[config.mk]
export PLATFORM = sky130hd
export DESIGN_NAME = mem_stage
export DESIGN_NICKNAME = d
export VERILOG_FILES = /design/src/rtl/mem_stage.sv
export SDC_FILE = /design/constraint.sdc
export NUM_CORES = 1
export LEC_CHECK = 0
export ABC_AREA = 0
export BUFFER_PORTS_ARGS = -buffer_cell sky130_fd_sc_hd__buf_2
export CAP_MARGIN = 20
export CORE_MARGIN = 3
export CORE_UTILIZATION = 35
export CTS_CLUSTER_DIAMETER = 60
export DETAILED_ROUTE_END_ITERATION = 12
export GPL_TIMING_DRIVEN = 0
export SYNTH_ARGS = -nofsm -noshare
export SYNTH_HDL_FRONTEND = slang
export SYNTH_SLANG_ARGS = --single-unit
[constraint.sdc]
create_clock -name clk -period 5.47 [get_ports clk]
set_clock_uncertainty 0.05 [all_clocks]
set_input_delay 0 -clock clk [delete_from_list [all_inputs] [get_ports clk]]
set_output_delay 0 -clock clk [all_outputs]
set_load 0.01 [all_outputs]
[src/rtl/mem_stage.sv]
// Memory pipeline stage: holds one instruction between execute and write-back,
// waits for its data-SRAM response, aligns load data into a per-byte write
// strobe, and discards responses that belong to flushed instructions.
module mem_stage #(
    parameter int CANCEL_W = 2
) (
    input  logic         clk,
    input  logic         resetn,
    input  logic         flush,
    input  logic         ws_allowin,
    output logic         ms_allowin,
    input  logic         es_to_ms_valid,
    input  logic [119:0] es_to_ms_bus,
    output logic         ms_to_ws_valid,
    output logic [85:0]  ms_to_ws_bus,
    input  logic         data_sram_data_ok,
    input  logic [31:0]  data_sram_rdata,
    output logic [9:0]   stall_ms_bus,
    output logic [32:0]  forward_ms_bus,
    output logic [1:0]   ms_exc_eret_bus
);

    localparam logic [CANCEL_W-1:0] CNT_ONE = {{(CANCEL_W-1){1'b0}}, 1'b1};
    localparam logic [CANCEL_W-1:0] CNT_MAX = '1;

    logic                ms_valid;
    logic [119:0]        bus_r;
    logic                data_got;
    logic [31:0]         data_buf;
    logic [CANCEL_W-1:0] cancel_cnt;

    // Latched execute-to-memory fields
    logic        mem_req, bd, exc_sys, eret, cp0_wen, res_from_cp0;
    logic [7:0]  cp0_addr;
    logic        rf_we, res_from_mem;
    logic [4:0]  dest;
    logic [2:0]  load_op;
    logic [31:0] rt_value, alu_result, pc;

    assign mem_req      = bus_r[119];
    assign bd           = bus_r[118];
    assign exc_sys      = bus_r[117];
    assign eret         = bus_r[116];
    assign cp0_wen      = bus_r[115];
    assign res_from_cp0 = bus_r[114];
    assign cp0_addr     = bus_r[113:106];
    assign rf_we        = bus_r[105];
    assign dest         = bus_r[104:100];
    assign res_from_mem = bus_r[99];
    assign load_op      = bus_r[98:96];
    assign rt_value     = bus_r[95:64];
    assign alu_result   = bus_r[63:32];
    assign pc           = bus_r[31:0];

    // Handshake; a response only counts for us once all stale ones are drained
    logic cnt_zero, ms_ready_go, waiting;
    assign cnt_zero       = (cancel_cnt == '0);
    assign waiting        = ms_valid & mem_req & ~data_got;
    assign ms_ready_go    = ~ms_valid | ~mem_req | data_got | (data_sram_data_ok & cnt_zero);
    assign ms_allowin     = ~ms_valid | (ms_ready_go & ws_allowin);
    assign ms_to_ws_valid = ms_valid & ms_ready_go & ~flush;

    // Load alignment: raw shifted/extended data plus byte strobe, merged with rt
    logic [31:0] rd, raw, load_data, final_result;
    logic [1:0]  a;
    logic [7:0]  sel_byte;
    logic [15:0] sel_half;
    logic [3:0]  load_we, gr_we;

    assign rd       = data_got ? data_buf : data_sram_rdata;
    assign a        = alu_result[1:0];
    assign sel_byte = rd[{a, 3'b000} +: 8];
    assign sel_half = a[1] ? rd[31:16] : rd[15:0];

    // Select the aligned load value and which destination bytes it replaces
    always_comb begin
        // NOTE: every output gets a default first so no path leaves it unassigned (no latch).
        raw     = rd;
        load_we = 4'b1111;
        case (load_op)
            3'd1: raw = {{24{sel_byte[7]}}, sel_byte};
            3'd2: raw = {24'b0, sel_byte};
            3'd3: raw = {{16{sel_half[15]}}, sel_half};
            3'd4: raw = {16'b0, sel_half};
            3'd5: begin
                raw = rd << {~a, 3'b000};
                case (a)
                    2'd0:    load_we = 4'b1000;
                    2'd1:    load_we = 4'b1100;
                    2'd2:    load_we = 4'b1110;
                    default: load_we = 4'b1111;
                endcase
            end
            3'd6: begin
                raw = rd >> {a, 3'b000};
                case (a)
                    2'd0:    load_we = 4'b1111;
                    2'd1:    load_we = 4'b0111;
                    2'd2:    load_we = 4'b0011;
                    default: load_we = 4'b0001;
                endcase
            end
            default: raw = rd;
        endcase
        for (int i = 0; i < 4; i++)
            load_data[8*i +: 8] = load_we[i] ? raw[8*i +: 8] : rt_value[8*i +: 8];
    end

    assign final_result = res_from_mem ? load_data : alu_result;
    assign gr_we        = rf_we ? (res_from_mem ? load_we : 4'b1111) : 4'b0000;

    assign ms_to_ws_bus    = {bd, exc_sys, eret, cp0_wen, res_from_cp0, cp0_addr,
                              gr_we, dest, final_result, pc};
    assign stall_ms_bus    = {ms_valid & (|gr_we), ms_valid ? gr_we : 4'b0000, dest};
    assign forward_ms_bus  = {ms_valid & ms_ready_go & ~res_from_cp0, final_result};
    assign ms_exc_eret_bus = {exc_sys & ms_valid, eret & ms_valid};

    // Stage valid: flush wins, otherwise follow upstream when we can accept
    always_ff @(posedge clk or negedge resetn) begin
        // NOTE: state registers use non-blocking assignments so all flops update together.
        if (!resetn)         ms_valid <= 1'b0;
        else if (flush)      ms_valid <= 1'b0;
        else if (ms_allowin) ms_valid <= es_to_ms_valid;
    end

    // Bus register captures the incoming instruction
    always_ff @(posedge clk or negedge resetn) begin
        // NOTE: the bus is reset too so every output reads zero while in reset.
        if (!resetn)                                    bus_r <= '0;
        else if (es_to_ms_valid & ms_allowin & ~flush) bus_r <= es_to_ms_bus;
    end

    // Hold an early response until write-back accepts the instruction
    always_ff @(posedge clk or negedge resetn) begin
        if (!resetn) begin
            data_got <= 1'b0;
            data_buf <= 32'b0;
        end else if (flush | ms_allowin) begin
            data_got <= 1'b0;
        end else if (waiting & data_sram_data_ok & cnt_zero) begin
            data_got <= 1'b1;
            data_buf <= data_sram_rdata;
        end
    end

    // Count responses still owed to flushed instructions; saturates, never wraps
    logic cancel_inc, cancel_dec;
    assign cancel_inc = flush & waiting & ~data_sram_data_ok;
    assign cancel_dec = data_sram_data_ok & ~cnt_zero;

    always_ff @(posedge clk or negedge resetn) begin
        if (!resetn)
            cancel_cnt <= '0;
        else if (cancel_inc & ~cancel_dec & (cancel_cnt != CNT_MAX))
            cancel_cnt <= cancel_cnt + CNT_ONE;
        else if (cancel_dec & ~cancel_inc)
            cancel_cnt <= cancel_cnt - CNT_ONE;
    end

endmodule

==> impl_metrics.csv <==
group,metric,value,unit
logic_synthesis,synth_edf_count,0,
critical_path,timing.rr.start,"data_got",
logic_synthesis,netlist.top_cell.by_area,"dfrtp_1",
logic_synthesis,yosysUniqueCellTypes,60,
global_routing,grt.overflow.total,0,
logic_synthesis,synth_top_family_by_area,"multiplexers",
power,p_switching,0.001848,W
flow_run,drv_cap,0,
logic_synthesis,synth_xor_area_frac,0,
placement,placed_cells,1520,
logic_synthesis,netlist_area,9874,um^2
power,sw_frac_of_total,0.3784,
logic_synthesis,ys_seq_elements,156,
logic_synthesis,synthMuxAreaShare,0.3082,
sta,min_period,4131,ps
outcome,status,"complete, but fails checks",
floorplan,coreArea,27330,um^2
cts,post_cts_buffers,0,
placement,port_buffers,289,
logic_synthesis,synth_compound_area_frac,0.1296,
global_routing,grt_pass1_vias,9600,
cts,clockRootBuffer,"clkbuf_16",
cts,numClockSinks,156,
final_layout,multiInputGateArea,5015,um^2
floorplan,fp.dieW,174.0,um
logic_synthesis,synthAdderAreaFrac,0,
route,wirelength,36310,um
worst_hold_path,holdCritPathClass,"input pin to async pin",
cts,ctsHoldBuffers,159,
sta,holdWs,-0.5588,ps
cts,cts.clk_slew.worst_paths,80,ps
route,avgRoutedWirePerCell,21.19,um
logic_synthesis,synthCells,854,
critical_path,ff2ff_path_depth,6,
power,ir_drop,0.1888,mV
power,clockPowerShare,0.245,
critical_path,path_max_fanout,10,
critical_path,crit_start,"bus_r[33]",
critical_path,reg2reg_to,"data_buf[6]",
route,via_count,9154,
route,antenna_left,0,
cts,cts-resized-gates,0,
route,drc,0,
cts,htreeDepth,4,
cts,insertion_delay,440,ps
floorplan,rows,60,
placement,place_area,11850,um^2
placement,pre_cts_slack,1996,ps
logic_synthesis,yosysSeqAreaShare,0.3953,
outcome,violations,"hold timing",
logic_synthesis,syn-num-nets,1012,
power,seqPwrFrac,0.314,
floorplan,initial_utilization,0.3614,
logic_synthesis,avgSynthCellArea,11.56,um^2
sta,fin_tns_setup,0,ps
final_layout,syn2layout_area_growth,42.03,%
route,drt_first_pass_iters,6,
logic_synthesis,synth_top_area_frac,0.3953,
sta,maxSlewViolCount,0,
cts,clockBufferDepth,2,
cts,cts_buffers,17,
global_routing,antenna_found_initial,1,
sta,period_share,0.7552,
floorplan,dieArea,30260,um^2
final_layout,drive_gt1_frac,0.4302,
sta,worst_slew_pin_slew,1121,ps
critical_path,start_kind,"flip-flop",
sta,grt_setup_unrepaired,"false",
sta,finalHoldViolations,2,
final_layout,regArea,3904,um^2
global_routing,grt_pass1_wl,56160,um
cts,cts_tree,"built",
floorplan,die_h,174.0,um
power,p_leak,6.322,nW
logic_synthesis,synth_top_flop_cell,"dfrtp_1",
critical_path,cp.arrival,4080,ps
global_routing,grt_util_all_layers,0.2372,
sta,worst_slack,1339,ps
route,first_iter_violations,806,
power,p_int,0.003036,W
critical_path,endpoint,"ms_to_ws_bus[32]",
sta,clock.fmax,242.1,MHz
critical_path,path_class,"flip-flop to primary output",
placement,hpwlAfterDp,25910,um
global_routing,grt_max_degree,107,
logic_synthesis,synth_warnings,0,
power,pwr-share-comb,0.441,
sta,max-slew-margin-rel,0.2333,
critical_path,worst-r2r-setup-slack,2990,ps
critical_path,cp.required,5420,ps
floorplan,io_pins,291,
placement,place_congestion,0.9388,
final_layout,final_area,14020,um^2
logic_synthesis,async_flop_share,1.000,
logic_synthesis,synthSimpleGateAreaFrac,0.06956,
sta,setup_viol,0,
route,viasPerCell,5.344,
critical_path,end_kind,"primary output",
final_layout,instances_no_fill,1713,
final_layout,num-fill-cells,2509,
final_layout,nets,1484,
power,cellPowerDensity,348.2,nW/um^2
logic_synthesis,synth.top_cells.by_area,"dfrtp_1, mux2_1, mux2_2, buf_4, mux4_2",
## layout make-up
class	count	area share
buffer	144	0.06718
timing repair buffer	453	0.2207
antenna	2	0.0003569
clock buffer	18	0.03131
tap	372	0.03319
sequential	156	0.2783
clock inverter	14	0.009992
multi-input combinational	549	0.3576
inverter	5	0.001338
## per-layer routing
layer	track usage	part of all wire
met1	0.3112	0.42
met2	0.3992	0.49
met3	0.04565	0.072
met4	0.06903	0.025
met5	0	0
## state kept, by name, summed over array words and instances (netlist names)
signal      flops
bus_r         120
data_buf       32
cancel_cnt      2
data_got        1
ms_valid        1
## synthesized netlist by cell type, types with 2 or more instances
| cell type | instances |
|---|---|
| a2111oi_0 | 14 |
| a211o_1 | 7 |
| a211oi_1 | 19 |
| a21oi_1 | 12 |
| a221o_1 | 10 |
| a22oi_1 | 23 |
| a311oi_1 | 2 |
| a311oi_2 | 2 |
| a31oi_1 | 11 |
| a32oi_1 | 8 |
| and2_1 | 6 |
| and3_1 | 2 |
| buf_1 | 2 |
| buf_2 | 27 |
| buf_4 | 94 |
| buf_6 | 2 |
| clkbuf_1 | 19 |
| dfrtp_1 | 156 |
| inv_1 | 4 |
| mux2_1 | 102 |
| mux2_2 | 84 |
| mux2i_1 | 28 |
| mux4_2 | 29 |
| nand2_1 | 22 |
| nand2b_1 | 10 |
| nand3b_1 | 3 |
| nand4b_1 | 2 |
| nor2_1 | 37 |
| nor2b_1 | 22 |
| nor3_1 | 10 |
| nor3b_1 | 2 |
| o21a_1 | 2 |
| o21ai_0 | 28 |
| o21ai_1 | 8 |
| o221ai_1 | 2 |
| o22ai_1 | 9 |
| o31ai_1 | 6 |
| or2_2 | 3 |
| or3_1 | 3 |
| or4_1 | 2 |
## cell usage in the layout (no fill, tap or decap), drive strengths merged, types with 19 or more instances in the layout
cell type,n
mux2,187
mux2i,28
mux4,29
a211oi,19
dlygate4sd3,159
nor2b,22
a22oi,23
nand2,22
nor2,37
clkbuf,37
dfrtp,156
buf,419
o21ai,36
## critical path: stages (launching register included)
cell       delay [ps]
dfrtp_1           340
clkbuf_1          300
buf_2             300
buf_1             660
a21o_1            450
a21oi_1           130
a2111oi_0         960
nor2_1            190
buf_4             200
buf_2             130
## worst min-delay path by stage
stage | to | cells after the start
4_1_cts | bus_r[84] | 2
3_5_place_dp | bus_r[84] | 1
6_report | bus_r[84] | 2
2_1_floorplan | bus_r[0] | 0
5_1_grt | bus_r[84] | 2
3_3_place_gp | bus_r[104] | 2
## cell families after synthesis
family                 count (synthesis)
multiplexers                         244
AO/OA/AOI/OAI                        175
flip-flops                           156
buffers and inverters                149
AND/OR/NAND/NOR                      130
## through the flow
stage               utilization  total power [W]
floorplan                     -         0.002794
detailed placement       0.4336         0.003588
CTS                      0.5130         0.004894
global placement         0.4313         0.003551
global route             0.5131         0.005137
finish                   0.5132         0.004883
## power by group through the flow
stage	registers, W	logic (W)	clock network [W]
after floorplan	0.00150	0.00129	0
after global placement	0.00154	0.00201	0
after detailed placement	0.00155	0.00204	0
after CTS	0.00153	0.00214	0.00123
after global routing	0.00156	0.00230	0.00127
final	0.00153	0.00215	0.00120
No activity file was read; power rests on OpenSTA's default activity.
